--- src/rtl/alu_share_arbiter_if.sv ---
// Request/response channel between one requester and the ALU share arbiter.
// The requester drives the master side; the arbiter uses the slave side.
interface alu_share_arbiter_if #(
   parameter int unsigned WIDTH = 32
);
   logic             req_valid;
   logic             req_ready;
   logic [3:0]       req_op;
   logic [WIDTH-1:0] req_a;
   logic [WIDTH-1:0] req_b;
   logic             rsp_valid;
   logic             rsp_ready;
   logic [WIDTH-1:0] rsp_result;
   logic             rsp_zero;
   logic             rsp_err;

   modport master (
      output req_valid, req_op, req_a, req_b, rsp_ready,
      input  req_ready, rsp_valid, rsp_result, rsp_zero, rsp_err
   );

   modport slave (
      input  req_valid, req_op, req_a, req_b, rsp_ready,
      output req_ready, rsp_valid, rsp_result, rsp_zero, rsp_err
   );
endinterface

--- src/rtl/alu_share_arbiter.sv ---
// Round-robin time-sharing of one combinational ALU between two requesters.
// Each operation takes IDLE (accept) -> EXEC (drive ALU) -> RESP (hold result).
module alu_share_arbiter #(
   parameter int unsigned WIDTH = 32
) (
   input  logic               clk,
   input  logic               rst_n,
   alu_share_arbiter_if.slave port0,
   alu_share_arbiter_if.slave port1,
   output logic [3:0]         alu_ctl,
   output logic [WIDTH-1:0]   alu_a,
   output logic [WIDTH-1:0]   alu_b,
   input  logic [WIDTH-1:0]   alu_result,
   input  logic               alu_zero
);
   localparam logic [1:0] IDLE = 2'd0;
   localparam logic [1:0] EXEC = 2'd1;
   localparam logic [1:0] RESP = 2'd2;

   localparam logic [3:0] ALU_IDLE = 4'd15;

   logic [1:0]       state_q, state_d;
   logic             last_grant_q;
   logic             owner_q;
   logic [3:0]       op_q;
   logic [WIDTH-1:0] a_q, b_q;
   logic [WIDTH-1:0] result_q;
   logic             zero_q, err_q;

   logic grant;
   logic accept;
   logic op_legal;
   logic rsp_done;

   function automatic logic is_legal(input logic [3:0] op);
      case (op)
         4'd0, 4'd1, 4'd2, 4'd6, 4'd7, 4'd12: is_legal = 1'b1;
         default:                             is_legal = 1'b0;
      endcase
   endfunction

   // On a tie the requester that was not served last wins.
   always_comb begin
      grant  = (port0.req_valid && port1.req_valid) ? ~last_grant_q : port1.req_valid;
      accept = (state_q == IDLE) && rst_n && (port0.req_valid || port1.req_valid);
   end

   assign port0.req_ready = accept && !grant;
   assign port1.req_ready = accept && grant;

   assign op_legal = is_legal(op_q);
   assign rsp_done = (state_q == RESP) && (owner_q ? port1.rsp_ready : port0.rsp_ready);

   assign port0.rsp_valid  = (state_q == RESP) && !owner_q;
   assign port1.rsp_valid  = (state_q == RESP) && owner_q;
   assign port0.rsp_result = result_q;
   assign port1.rsp_result = result_q;
   assign port0.rsp_zero   = zero_q;
   assign port1.rsp_zero   = zero_q;
   assign port0.rsp_err    = err_q;
   assign port1.rsp_err    = err_q;

   always_comb begin
      state_d = state_q;
      case (state_q)
         IDLE:    if (accept) state_d = EXEC;
         EXEC:    state_d = RESP;
         RESP:    if (rsp_done) state_d = IDLE;
         default: state_d = IDLE;
      endcase
   end

   // Illegal ops never reach the ALU; it sees the idle code instead.
   always_comb begin
      alu_ctl = ALU_IDLE;
      alu_a   = '0;
      alu_b   = '0;
      if (state_q == EXEC && op_legal) begin
         alu_ctl = op_q;
         alu_a   = a_q;
         alu_b   = b_q;
      end
   end

   always_ff @(posedge clk or negedge rst_n) begin
      if (!rst_n) begin
         state_q      <= IDLE;
         last_grant_q <= 1'b1;
         owner_q      <= 1'b0;
         op_q         <= 4'd0;
         a_q          <= '0;
         b_q          <= '0;
         result_q     <= '0;
         zero_q       <= 1'b0;
         err_q        <= 1'b0;
      end else begin
         state_q <= state_d;
         if (accept) begin
            owner_q <= grant;
            op_q    <= grant ? port1.req_op : port0.req_op;
            a_q     <= grant ? port1.req_a  : port0.req_a;
            b_q     <= grant ? port1.req_b  : port0.req_b;
         end
         if (state_q == EXEC) begin
            if (op_legal) begin
               result_q <= alu_result;
               zero_q   <= alu_zero;
               err_q    <= 1'b0;
            end else begin
               result_q <= '0;
               zero_q   <= 1'b0;
               err_q    <= 1'b1;
            end
         end
         if (rsp_done) last_grant_q <= owner_q;
      end
   end
endmodule

--- src/flat_wrapper.sv ---
// flat-port wrapper written by rule: the top's interface ports become plain ports
module alu_share_arbiter_flat 
#(
   parameter int unsigned WIDTH = 32
)
  (clk, rst_n, alu_ctl, alu_a, alu_b, alu_result, alu_zero, port0_req_valid, port0_req_op, port0_req_a, port0_req_b, port0_rsp_ready, port0_req_ready, port0_rsp_valid, port0_rsp_result, port0_rsp_zero, port0_rsp_err, port1_req_valid, port1_req_op, port1_req_a, port1_req_b, port1_rsp_ready, port1_req_ready, port1_rsp_valid, port1_rsp_result, port1_rsp_zero, port1_rsp_err);
  alu_share_arbiter_if #(.WIDTH(WIDTH)) port0_i ();
  alu_share_arbiter_if #(.WIDTH(WIDTH)) port1_i ();
  input  logic clk;
  input  logic rst_n;
  output logic [3:0] alu_ctl;
  output logic [WIDTH-1:0] alu_a;
  output logic [WIDTH-1:0] alu_b;
  input  logic [WIDTH-1:0] alu_result;
  input  logic alu_zero;
  input wire logic [$bits(port0_i.req_valid)-1:0] port0_req_valid;
  input wire logic [$bits(port0_i.req_op)-1:0] port0_req_op;
  input wire logic [$bits(port0_i.req_a)-1:0] port0_req_a;
  input wire logic [$bits(port0_i.req_b)-1:0] port0_req_b;
  input wire logic [$bits(port0_i.rsp_ready)-1:0] port0_rsp_ready;
  output wire logic [$bits(port0_i.req_ready)-1:0] port0_req_ready;
  output wire logic [$bits(port0_i.rsp_valid)-1:0] port0_rsp_valid;
  output wire logic [$bits(port0_i.rsp_result)-1:0] port0_rsp_result;
  output wire logic [$bits(port0_i.rsp_zero)-1:0] port0_rsp_zero;
  output wire logic [$bits(port0_i.rsp_err)-1:0] port0_rsp_err;
  input wire logic [$bits(port1_i.req_valid)-1:0] port1_req_valid;
  input wire logic [$bits(port1_i.req_op)-1:0] port1_req_op;
  input wire logic [$bits(port1_i.req_a)-1:0] port1_req_a;
  input wire logic [$bits(port1_i.req_b)-1:0] port1_req_b;
  input wire logic [$bits(port1_i.rsp_ready)-1:0] port1_rsp_ready;
  output wire logic [$bits(port1_i.req_ready)-1:0] port1_req_ready;
  output wire logic [$bits(port1_i.rsp_valid)-1:0] port1_rsp_valid;
  output wire logic [$bits(port1_i.rsp_result)-1:0] port1_rsp_result;
  output wire logic [$bits(port1_i.rsp_zero)-1:0] port1_rsp_zero;
  output wire logic [$bits(port1_i.rsp_err)-1:0] port1_rsp_err;
  assign port0_i.req_valid = port0_req_valid;
  assign port0_i.req_op = port0_req_op;
  assign port0_i.req_a = port0_req_a;
  assign port0_i.req_b = port0_req_b;
  assign port0_i.rsp_ready = port0_rsp_ready;
  assign port0_req_ready = port0_i.req_ready;
  assign port0_rsp_valid = port0_i.rsp_valid;
  assign port0_rsp_result = port0_i.rsp_result;
  assign port0_rsp_zero = port0_i.rsp_zero;
  assign port0_rsp_err = port0_i.rsp_err;
  assign port1_i.req_valid = port1_req_valid;
  assign port1_i.req_op = port1_req_op;
  assign port1_i.req_a = port1_req_a;
  assign port1_i.req_b = port1_req_b;
  assign port1_i.rsp_ready = port1_rsp_ready;
  assign port1_req_ready = port1_i.req_ready;
  assign port1_rsp_valid = port1_i.rsp_valid;
  assign port1_rsp_result = port1_i.rsp_result;
  assign port1_rsp_zero = port1_i.rsp_zero;
  assign port1_rsp_err = port1_i.rsp_err;
  alu_share_arbiter #(.WIDTH(WIDTH)) u_core (.clk(clk), .rst_n(rst_n), .port0(port0_i), .port1(port1_i), .alu_ctl(alu_ctl), .alu_a(alu_a), .alu_b(alu_b), .alu_result(alu_result), .alu_zero(alu_zero));
endmodule
--- config.mk ---
export PLATFORM = sky130hd
export DESIGN_NAME = alu_share_arbiter_flat
export DESIGN_NICKNAME = d
export VERILOG_FILES = /design/src/rtl/alu_share_arbiter_if.sv /design/src/rtl/alu_share_arbiter.sv /design/src/flat_wrapper.sv
export SDC_FILE = /design/constraint.sdc
export NUM_CORES = 1
export LEC_CHECK = 0
export BUFFER_PORTS_ARGS = -buffer_cell sky130_fd_sc_hd__buf_4
export CAP_MARGIN = 5
export CORE_ASPECT_RATIO = 0.7
export CORE_UTILIZATION = 30
export DETAILED_ROUTE_END_ITERATION = 10
export PLACE_DENSITY_LB_ADDON = 0.15
export SYNTH_ARGS = -nofsm -noshare
export SYNTH_HDL_FRONTEND = slang
export SYNTH_SLANG_ARGS = --single-unit
--- constraint.sdc ---
create_clock -name clk -period 1.6 [get_ports clk]
set_input_delay 0.24 -clock clk [delete_from_list [all_inputs] [get_ports clk]]
set_output_delay 0.24 -clock clk [all_outputs]
set_load 0.02 [all_outputs]
==> reports/qor.txt, run 1 <==
Compound-cell area share of the yosys netlist: 0.163
Multiplexer area fraction after synthesis: 0.00204
Met3 wire len: 1.76 mm
Top layer in use: met4
Clock buffer count from CTS: 9
Tightest Pin Transition: 0.505 ns
Clk slew on worst S/H paths: 0.07 ns
I/O pin cnt: 315
Total track usage: 0.200
Vias per Instance: 5.08
Hold Crit Class: input port to flop
Outcome: finished with violations
R2R cell count: 11
Peak VDD IR: 0.000695 V
CP top delay family: compound AO/OA/AOI/OAI gates
Die W: 164 um
Sequential share of the synthesized area: 0.480
Hold endpoint: u_core.a_q[21]
Initial antenna violation count: 0
Die Area: 19000 um^2
Critical R2R Capture: u_core.a_q[25]
Leakage power: 0.00470 uW
Count of state elements after synthesis: 106
Share of cells above drive strength 1: 0.561
Post-DP HPWL: 13.3 mm
Violated checks: negative setup slack
Synthesized instance count: 596
Core area: 18000 um^2
Yosys warning total: 0
Slew Limit Fails: 0
CTS Sinks: 106
Synth Area per Inst: 9.27 um^2
Headroom to the max-slew limit: 0.663
Most used cell, CP: buf_6
Worst clock skew: 0.00877 ns
Top cells by count, synth: 136 x nand2_1, 105 x dfrtp_1, 68 x a221o_1
Tcrit/Tclk final: 1.32
Setup slack at placement: -0.141 ns
Largest family of logic cells by synthesized area: simple AND/OR/NAND/NOR gates
# setup viols final: 138
Syn-to-layout area delta: 79.0%
Synthesized area: 5530 um^2
Met2 Routed Length: 10.5 mm
Crit path launch type: flop
Mapped Nets: 771
Met1 wire length: 9.98 mm
Hold slack: 0.120 ns
R2r startpoint: u_core.state_q[1]
Post-Synth Adder-Cell Area: 0
Area share of xor/xnor cells in the synthesized design: 0
Hold Startpoint: port1_req_a[21]
Row cnt: 41
CP max stage delay: 0.40 ns
Dominant cells by area after synthesis: dfrtp_1 48%, a221o_1 12%, nand2_1 9.2%
NumNets Final: 1088
Post-synth top flop: dfrtp_1
Netlist cell types: 33
CTS tree: built
Fin crit period: 2.11 ns
Slowest-stage cell, CP: dfrtp_1
Buf/Inv on CP: 3
Setup_tns: -54.20 ns
Vias: 5865
Synth Area in Simple Gates: 0.257
Pre-antenna DRT Iters: 5
Fillers: 1599
Most numerous cell in the Yosys netlist: nand2_1
EDFF count, synth: 0
Util after Layout: 0.549
Clock Tree Buf Depth: 2
Worst-path fanout max: 6
H-tree depth: 3
Top cell type's share of synthesized area: 0.476
Hold depth: 2
Fin. Hold Viols: 0
Arr. time, crit path: 1.87 ns
Vias in the first global route: 5286
Synth area leader: dfrtp_1
Die height: 116 um
Port bufs: 314
Starting Density: 0.307
Reg2Reg Setup Slack: -0.35 ns
RSZ-0062 raised after global routing: true
Crit Path Class: flop to output port
Antenna viol nets, final: 0
Max Cap Viol: 0
Sequence of cells on the critical path: a211o_1 -> a31oi_4 -> buf_6 -> clkbuf_16 -> and2_4 -> buf_6
Crit. End Element: output port
CP required: 1.36 ns
Worst-Skew Late Latency: 0.35 ns
Power consumption: 15500 uW
First-pass GRT wire length: 29.1 mm
First DRT Iteration DRCs: 338
Routed len/inst: 19.6 um
Power density over cell area: 1570 nW/um^2
Gpl congestion: 0.866
Post-Route WL: 22.6 mm
Remaining DRCs: 0
GRT Residual Overflow: 0
Maximum operating frequency: 473 MHz
Clock root buffer: clkbuf_16
Setup WS post-layout: -0.513 ns
Async set or reset register ratio after synthesis: 1.00
Largest net degree at the start of global routing: 51
## per-stage QoR
step	cells	area, um^2
after floorplan	596	5650
after global placement	1087	8180
after detailed placement	1087	8180
after CTS	1127	8900
after global routing	1154	9890
final	1155	9890
## registers in the layout, indices dropped and copies added (netlist names)
| name | cells |
|---|---|
| u_core.state_q | 2 |
| u_core.port0.rsp_err | 1 |
| u_core.owner_q | 1 |
| u_core.last_grant_q | 1 |
| u_core.port0.rsp_zero | 1 |
| u_core.port0.rsp_result | 32 |
| u_core.a_q | 32 |
| u_core.op_q | 4 |
| u_core.b_q | 32 |
## final cells by class
| cell class | count | area (um^2) | share of cell area |
|---|---|---|---|
| repair buffers | 397 | 3790 | 0.383 |
| multi-input cells | 397 | 2860 | 0.289 |
| flip-flops and latches | 106 | 2660 | 0.269 |
| well taps | 236 | 295 | 0.0299 |
| clock buffers | 9 | 225 | 0.0228 |
| clock inverters | 7 | 51.3 | 0.00519 |
| inverters | 2 | 7.51 | 0.000759 |
| diodes | 1 | 2.50 | 0.000253 |
## layer usage
| layer | GRT usage | vias up |
|---|---|---|
| met5 | 0 | - |
| met4 | 0.0543 | 0 |
| met3 | 0.0544 | 27 |
| met2 | 0.321 | 268 |
| met1 | 0.265 | 2865 |
| li1 | - | 2705 |
## report_power, final
part           internal (uW)  switching (uW)  total (uW)  leakage [uW]
clock network           1070            1050        2110      0.000132
registers               3890             886        4780       0.00132
logic                   4390            4220        8610       0.00324
## worst max-delay path by stage
stage          depth (start not counted)         startpoint              end
2_1_floorplan                          5  u_core.state_q[1]  port0_req_ready
3_3_place_gp                           5     u_core.op_q[1]         alu_a[8]
3_5_place_dp                           5     u_core.op_q[1]        alu_b[25]
4_1_cts                                6     u_core.op_q[1]        alu_b[25]
5_1_grt                                6     u_core.op_q[0]         alu_b[1]
6_report                               6     u_core.op_q[0]        alu_b[24]
## kinds of logic after synthesis
family,after synthesis
and+or+nand+nor,286
AOI/OAI and AO/OA,109
DFF,106
buffers and inverters,94
muxes,1
## layout by cell type (no fill, tap or decap), types with 19 or more instances in the layout
master     count
buf_12        21
buf_4        306
buf_6         44
nor3_1        19
nor3_2        28
nor3_4        21
dfrtp_1      102
and2_1        33
a21oi_1       30
nand2_1      136
and2_4        31
a221o_1       68
clkbuf_16     23
## timing repair
action                                 CTS  global route
resized for setup                       24           137
cloned                                   8            21
setup endpoints to repair              106           225
hold buffers                             1             0
buffers inserted                        15            18
pin swaps                                5            89
endpoints found under the hold margin   56             0
Power figures use the tool's default switching activity.
==> inputs of run 2 (changes only) <==
clock period = 2.1 ns   (was 1.6 ns; I/O delays follow)
==> run 2 against run 1 <==
Against the previous run: the run still ends with negative setup slack left; flip-flop and latch count stayed put; clock power is 23% lower; clock skew is 0.0016 ns lower; critical path depth stayed put; hold slack better by 0.069 ns; clock-buffer cell count is 2 higher; critical path type unchanged; largest power group unchanged.
==> reports/qor.txt, run 2 (synthesis results as in run 1) <==
Routed len/inst: 17.6 um (was 19.6 um)
Die height: 116 um (unchanged)
Buf/Inv on CP: 3 (unchanged)
Final instance area: 8580 um^2 (was 9890 um^2)
Worst-path fanout max: 14 (was 6)
CTS Sinks: 106 (unchanged)
Outcome: finished with violations (unchanged)
Hold depth: 2 (unchanged)
Tightest Pin Transition: 1.02 ns (was 0.505 ns)
Clock buffer count from CTS: 9 (unchanged)
Gpl congestion: 0.860 (was 0.866)
Fin crit period: 2.25 ns
Share of cells above drive strength 1: 0.481 (was 0.561)
Leakage power: 0.00420 uW (was 0.00470 uW)
Post-place instance area: 7860 um^2 (was 8180 um^2)
Crit. End Element: output port (unchanged)
Power density over cell area: 1210 nW/um^2 (was 1570 nW/um^2)
Clock Tree Buf Depth: 2 (unchanged)
Setup slack at placement: 0.261 ns (was -0.141 ns)
Ant diodes: 0 (was 1)
Remaining DRCs: 0 (unchanged)
Vias per Instance: 4.91 (was 5.08)
Non-Filler Instances: 1100 (was 1155)
Port bufs: 314 (unchanged)
Maximum operating frequency: 445 MHz
Die W: 164 um (unchanged)
Max Cap Viol: 0 (unchanged)
Vias: 5406 (was 5865)
Post-Route WL: 19.3 mm (was 22.6 mm)
Sequence of cells on the critical path: a211o_1 -> a31oi_4 -> buf_12 -> clkbuf_16 -> and2_1 -> buf_6 (was a211o_1 -> a31oi_4 -> buf_6 -> clkbuf_16 -> and2_4 -> buf_6)
NumNets Final: 1034 (was 1088)
R2R cell count: 5 (was 11)
I/O pin cnt: 315 (unchanged)
Worst clock skew: 0.00722 ns (was 0.00877 ns)
Switching pwr: 4110 uW (was 6160 uW)
Peak VDD IR: 0.000551 V (was 0.000695 V)
Largest net degree at the start of global routing: 80 (was 51)
Slew Limit Fails: 0 (unchanged)
GRT Residual Overflow: 0 (unchanged)
Clk slew on worst S/H paths: 0.07 ns (about the same)
First-pass GRT wire length: 27.8 mm (was 29.1 mm)
WP depth: 6 (unchanged)
Antenna viol nets, final: 0 (unchanged)
Hold Crit Class: input port to flop (unchanged)
Post-DP HPWL: 13.1 mm (was 13.3 mm)
CTS tree: built (unchanged)
Crit path launch type: flop (unchanged)
Clock share of power: 0.157 (was 0.136)
Total track usage: 0.190 (was 0.200)
# setup viols final: 67 (was 138)
Sequential Power Share: 0.353 (was 0.308)
Power consumption: 10300 uW (was 15500 uW)
Core area: 18000 um^2 (unchanged)
Violated checks: negative setup slack (unchanged)
CP required: 1.78 ns (was 1.36 ns)
Pre-antenna DRT Iters: 5 (unchanged)
Fin. Hold Viols: 0 (unchanged)
Headroom to the max-slew limit: 0.321 (was 0.663)
Setup WS post-layout: -0.147 ns (was -0.513 ns)
Setup_tns: -6.69 ns (was -54.20 ns)
Clock root buffer: clkbuf_16 (unchanged)
H-tree depth: 3 (unchanged)
CP max stage delay: 0.44 ns (was 0.40 ns)
Slowest-stage cell, CP: dfrtp_2 (was dfrtp_1)
Comb power frac: 0.490 (was 0.555)
Tcrit/Tclk final: 1.07
Starting Density: 0.307 (unchanged)
Fillers: 1731 (was 1599)
Syn-to-layout area delta: 55.2% (was 79.0%)
Most common cell after layout, fill and taps aside: buf_4 (unchanged)
Crit Path Class: flop to output port (unchanged)
Die Area: 19000 um^2 (unchanged)
Worst-Skew Late Latency: 0.35 ns (about the same)
Row cnt: 41 (unchanged)
DP Cell Count: 1074 (was 1087)
P_int: 6240 uW (was 9340 uW)
Sw Share: 0.397 (about the same)
First DRT Iteration DRCs: 415 (was 338)
CP top delay family: compound AO/OA/AOI/OAI gates (unchanged)
Arr. time, crit path: 1.93 ns (was 1.87 ns)
Vias in the first global route: 5192 (was 5286)
Initial antenna violation count: 0 (unchanged)
Most frequent cells in the layout: 287 x buf_4, 136 x nand2_1, 104 x dfrtp_1 (was 306 x buf_4, 136 x nand2_1, 102 x dfrtp_1)
RSZ-0062 raised after global routing: true (unchanged)
## run 2: cell count changes in the layout (fill, tap and decap cells not counted), moves of 12 or more
cell       delta
buf_12       -16
buf_4        -19
nor3_4       -21
nor3_2       -19
nor3_1       +40
clkbuf_16    -12
## run 2: layout make-up
class / instances / area [um^2] / share of cell area
clock inverter: 5 / 37.5 / 0.00438
sequential: 106 / 2660 / 0.310
multi-input combinational: 396 / 2470 / 0.288
tap: 236 / 295 / 0.0344
clock buffer: 11 / 243 / 0.0283
inverter: 2 / 7.51 / 0.000875
timing repair buffer: 344 / 2870 / 0.334
## run 2: what timing repair did
action                                  4_1_cts  5_1_grt
setup buffers                                 0        5
gates cloned                                  0        4
endpoints found under the hold margin        20        0
resized for setup                             5       89
pin swaps                                     0        4
hold buffers                                  1        0
endpoints found under the setup margin       68       68
## run 2: power groups by stage
stage          registers (uW)  logic, uW  clock network (uW)
6_report                 3650       5070                1630
3_5_place_dp             3610       4720                   0
3_3_place_gp             3630       4640                   0
5_1_grt                  3770       5490                1770
4_1_cts                  3610       4720                1690
2_1_floorplan            3720       2860                   0
## run 2: per-layer routing
| metal | vias to the layer above | wire, um | share of wire | GRT usage |
|---|---|---|---|---|
| li1 | 2563 | - | - | - |
| met1 | 2599 | 8470 | 0.44 | 0.252 |
| met2 | 226 | 8990 | 0.47 | 0.304 |
| met3 | 18 | 1620 | 0.084 | 0.0558 |
| met4 | 0 | 243 | 0.013 | 0.0519 |
| met5 | - | 0 | 0 | 0 |
## run 2: worst reg2reg max path: stages, from the launching register on
cell,delay [ns]
dfrtp_1,0.44
nor3b_1,0.32
and3_4,0.32
buf_4,0.20
buf_4,0.26
a221o_1,0.19
## run 2: through the flow
| stage | util | hold WS (ns) |
|---|---|---|
| 2_1_floorplan | - | 0.0194 |
| 3_3_place_gp | 0.437 | 0.380 |
| 3_5_place_dp | 0.437 | 0.377 |
| 4_1_cts | 0.454 | 0.166 |
| 5_1_grt | 0.476 | 0.172 |
| 6_report | 0.476 | 0.189 |
## run 2: worst paths after layout
kind / endpoint / from / slack [ns]
max in group asynchronous: u_core.a_q[15] / rst_n / 1.20
worst max-delay path: alu_a[9] / u_core.op_q[3] / -0.15
min in group asynchronous: u_core.owner_q / rst_n / 0.26
worst min-delay path: u_core.a_q[23] / port1_req_a[23] / 0.19
worst max register to register: u_core.a_q[21] / u_core.state_q[1] / 0.31
worst min register to register: u_core.b_q[15] / u_core.b_q[15] / 0.51
==> inputs of run 3 (changes only) <==
PLACE_DENSITY = 0.69   (was unset)
PLACE_DENSITY_LB_ADDON = unset   (was 0.15)
==> run 3 against run 2 <==
Against the previous run: the run still ends with negative setup slack left; utilization rose by 0.94 points; largest cell class unchanged; clock skew grew 0.0042 ns; critical path type unchanged; hold slack worse by 0.14 ns.
==> reports/qor.txt, run 3 (synthesis results as in run 1) <==
Vias per Instance: 5.07 (was 4.91)
Syn-to-layout area delta: 58.3% (was 55.2%)
Headroom to the max-slew limit: 0.418 (was 0.321)
Multi-input combinational cell area: 2530 um^2 (was 2470 um^2)
Tcrit/Tclk final: 1.09 (was 1.07)
Vias: 5589 (was 5406)
Port bufs: 314 (unchanged)
Antenna viol nets, final: 0 (unchanged)
Ant diodes: 0 (unchanged)
Max Cap Viol: 0 (unchanged)
Arr. time, crit path: 1.97 ns (was 1.93 ns)
Worst clock skew: 0.0114 ns (was 0.00722 ns)
Most frequent cells in the layout: 284 x buf_4, 136 x nand2_1, 103 x dfrtp_1 (was 287 x buf_4, 136 x nand2_1, 104 x dfrtp_1)
RSZ-0062 raised after global routing: true (unchanged)
First-pass GRT wire length: 29.4 mm (was 27.8 mm)
Pre-antenna DRT Iters: 5 (unchanged)
Clock Tree Buf Depth: 2 (unchanged)
Reg2Reg Setup Slack: 0.23 ns (was 0.31 ns)
Starting Density: 0.307 (unchanged)
CTS Sinks: 106 (unchanged)
Remaining DRCs: 0 (unchanged)
Most common cell after layout, fill and taps aside: buf_4 (unchanged)
Share of cells above drive strength 1: 0.502 (was 0.481)
Hold Crit Class: input port to asynchronous set/reset pin (was input port to flop)
Total track usage: 0.202 (was 0.190)
CP required: 1.78 ns (about the same)
Crit path launch type: flop (unchanged)
I/O pin cnt: 315 (unchanged)
Crit Path Class: flop to output port (unchanged)
Setup WS post-layout: -0.184 ns (was -0.147 ns)
Setup slack at placement: 0.170 ns (was 0.261 ns)
Leakage power: 0.00427 uW (was 0.00420 uW)
Outcome: finished with violations (unchanged)
Peak VDD IR: 0.000509 V (was 0.000551 V)
CTS tree: built (unchanged)
Routed len/inst: 18.3 um (was 17.6 um)
Slew Limit Fails: 0 (unchanged)
Register Area: 2660 um^2 (about the same)
Die height: 116 um (unchanged)
Power consumption: 10700 uW (was 10300 uW)
R2R cell count: 4 (was 5)
Violated checks: negative setup slack (unchanged)
Tightest Pin Transition: 0.873 ns (was 1.02 ns)
Post-DP HPWL: 13.1 mm (about the same)
Largest net degree at the start of global routing: 69 (was 80)
R2r startpoint: u_core.state_q[1] (unchanged)
Clk slew on worst S/H paths: 0.08 ns (was 0.07 ns)
Critical R2R Capture: u_core.b_q[2] (was u_core.a_q[21])
Vias in the first global route: 5405 (was 5192)
H-tree depth: 3 (unchanged)
Row cnt: 41 (unchanged)
Core area: 18000 um^2 (unchanged)
Initial antenna violation count: 0 (unchanged)
Crit. End Element: output port (unchanged)
Gpl congestion: 0.787 (was 0.860)
Clock root buffer: clkbuf_16 (unchanged)
Power density over cell area: 1230 nW/um^2 (was 1210 nW/um^2)
Fin. Hold Viols: 0 (unchanged)
First DRT Iteration DRCs: 514 (was 415)
Fin crit period: 2.28 ns (was 2.25 ns)
Worst-path fanout max: 8 (was 14)
# setup viols final: 67 (unchanged)
Clock buffer count from CTS: 9 (unchanged)
Die W: 164 um (unchanged)
NumNets Final: 1037 (was 1034)
Fillers: 1730 (was 1731)
Post-Route WL: 20.2 mm (was 19.3 mm)
GRT Residual Overflow: 0 (unchanged)
Maximum operating frequency: 438 MHz (was 445 MHz)
Worst-Skew Late Latency: 0.36 ns (was 0.35 ns)
Die Area: 19000 um^2 (unchanged)
## run 3: where the power goes
| group | leakage (uW) | internal, uW | switching, uW |
|---|---|---|---|
| clock network | 0.000144 | 952 | 852 |
| registers | 0.00133 | 2960 | 666 |
| logic | 0.00280 | 2580 | 2730 |
## run 3: per-stage QoR
stage / cell area (um^2) / util / TNS (ns) / std cells / hold slack, ns
finish: 8750 / 0.486 / -9.87 / 1103 / 0.0509
global route: 8750 / 0.486 / -15.56 / 1103 / 0.0871
CTS: 8380 / 0.466 / -10.51 / 1095 / 0.0592
detailed placement: 7850 / 0.436 / 0 / 1072 / 0.460
global placement: 7850 / 0.436 / 0 / 1072 / 0.448
floorplan: 5530 / - / 0 / 596 / 0.0194
## run 3: layout make-up
| class | instances | share of cell area |
|---|---|---|
| repair buffers | 347 | 0.337 |
| flip-flops and latches | 106 | 0.304 |
| multi-input cells | 396 | 0.289 |
| well taps | 236 | 0.0338 |
| clock buffers | 9 | 0.0258 |
| clock inverters | 7 | 0.00987 |
| inverters | 2 | 0.000858 |
## run 3: routing by layer
layer,GRT usage,up-vias,routed length (um)
li1,-,2576,-
met1,0.253,2746,8670
met2,0.337,253,9530
met3,0.0637,14,1770
met4,0.0500,0,191
met5,0,-,0
## run 3: timing repair
item | CTS | global route
gates cloned | 2 | 4
hold endpoints to repair | 0 | 0
hold buffers | 0 | 0
endpoints found under the setup margin | 67 | 69
buffers inserted | 5 | 5
pin swaps | 2 | 49
gates resized for setup | 37 | 81
## run 3: critical path: stages, from the launching register on
cell and delay [ns]:
dfrtp_1 0.42, buf_6 0.13, nand3b_1 0.20, a31oi_4 0.25
buf_12 0.18, clkbuf_16 0.18, and2_4 0.15, buf_6 0.11
## run 3: how the worst max path moves through the flow
stage          cells past startpoint               to         startpoint  slack (ns)
5_1_grt                            7         alu_a[5]     u_core.op_q[3]       -0.26
3_3_place_gp                       4   u_core.a_q[10]  u_core.state_q[1]        0.17
3_5_place_dp                       5    u_core.b_q[2]              rst_n        0.17
4_1_cts                            6         alu_a[3]     u_core.op_q[0]       -0.17
6_report                           7         alu_a[5]     u_core.op_q[3]       -0.18
2_1_floorplan                      5  port0_req_ready  u_core.state_q[1]        0.26
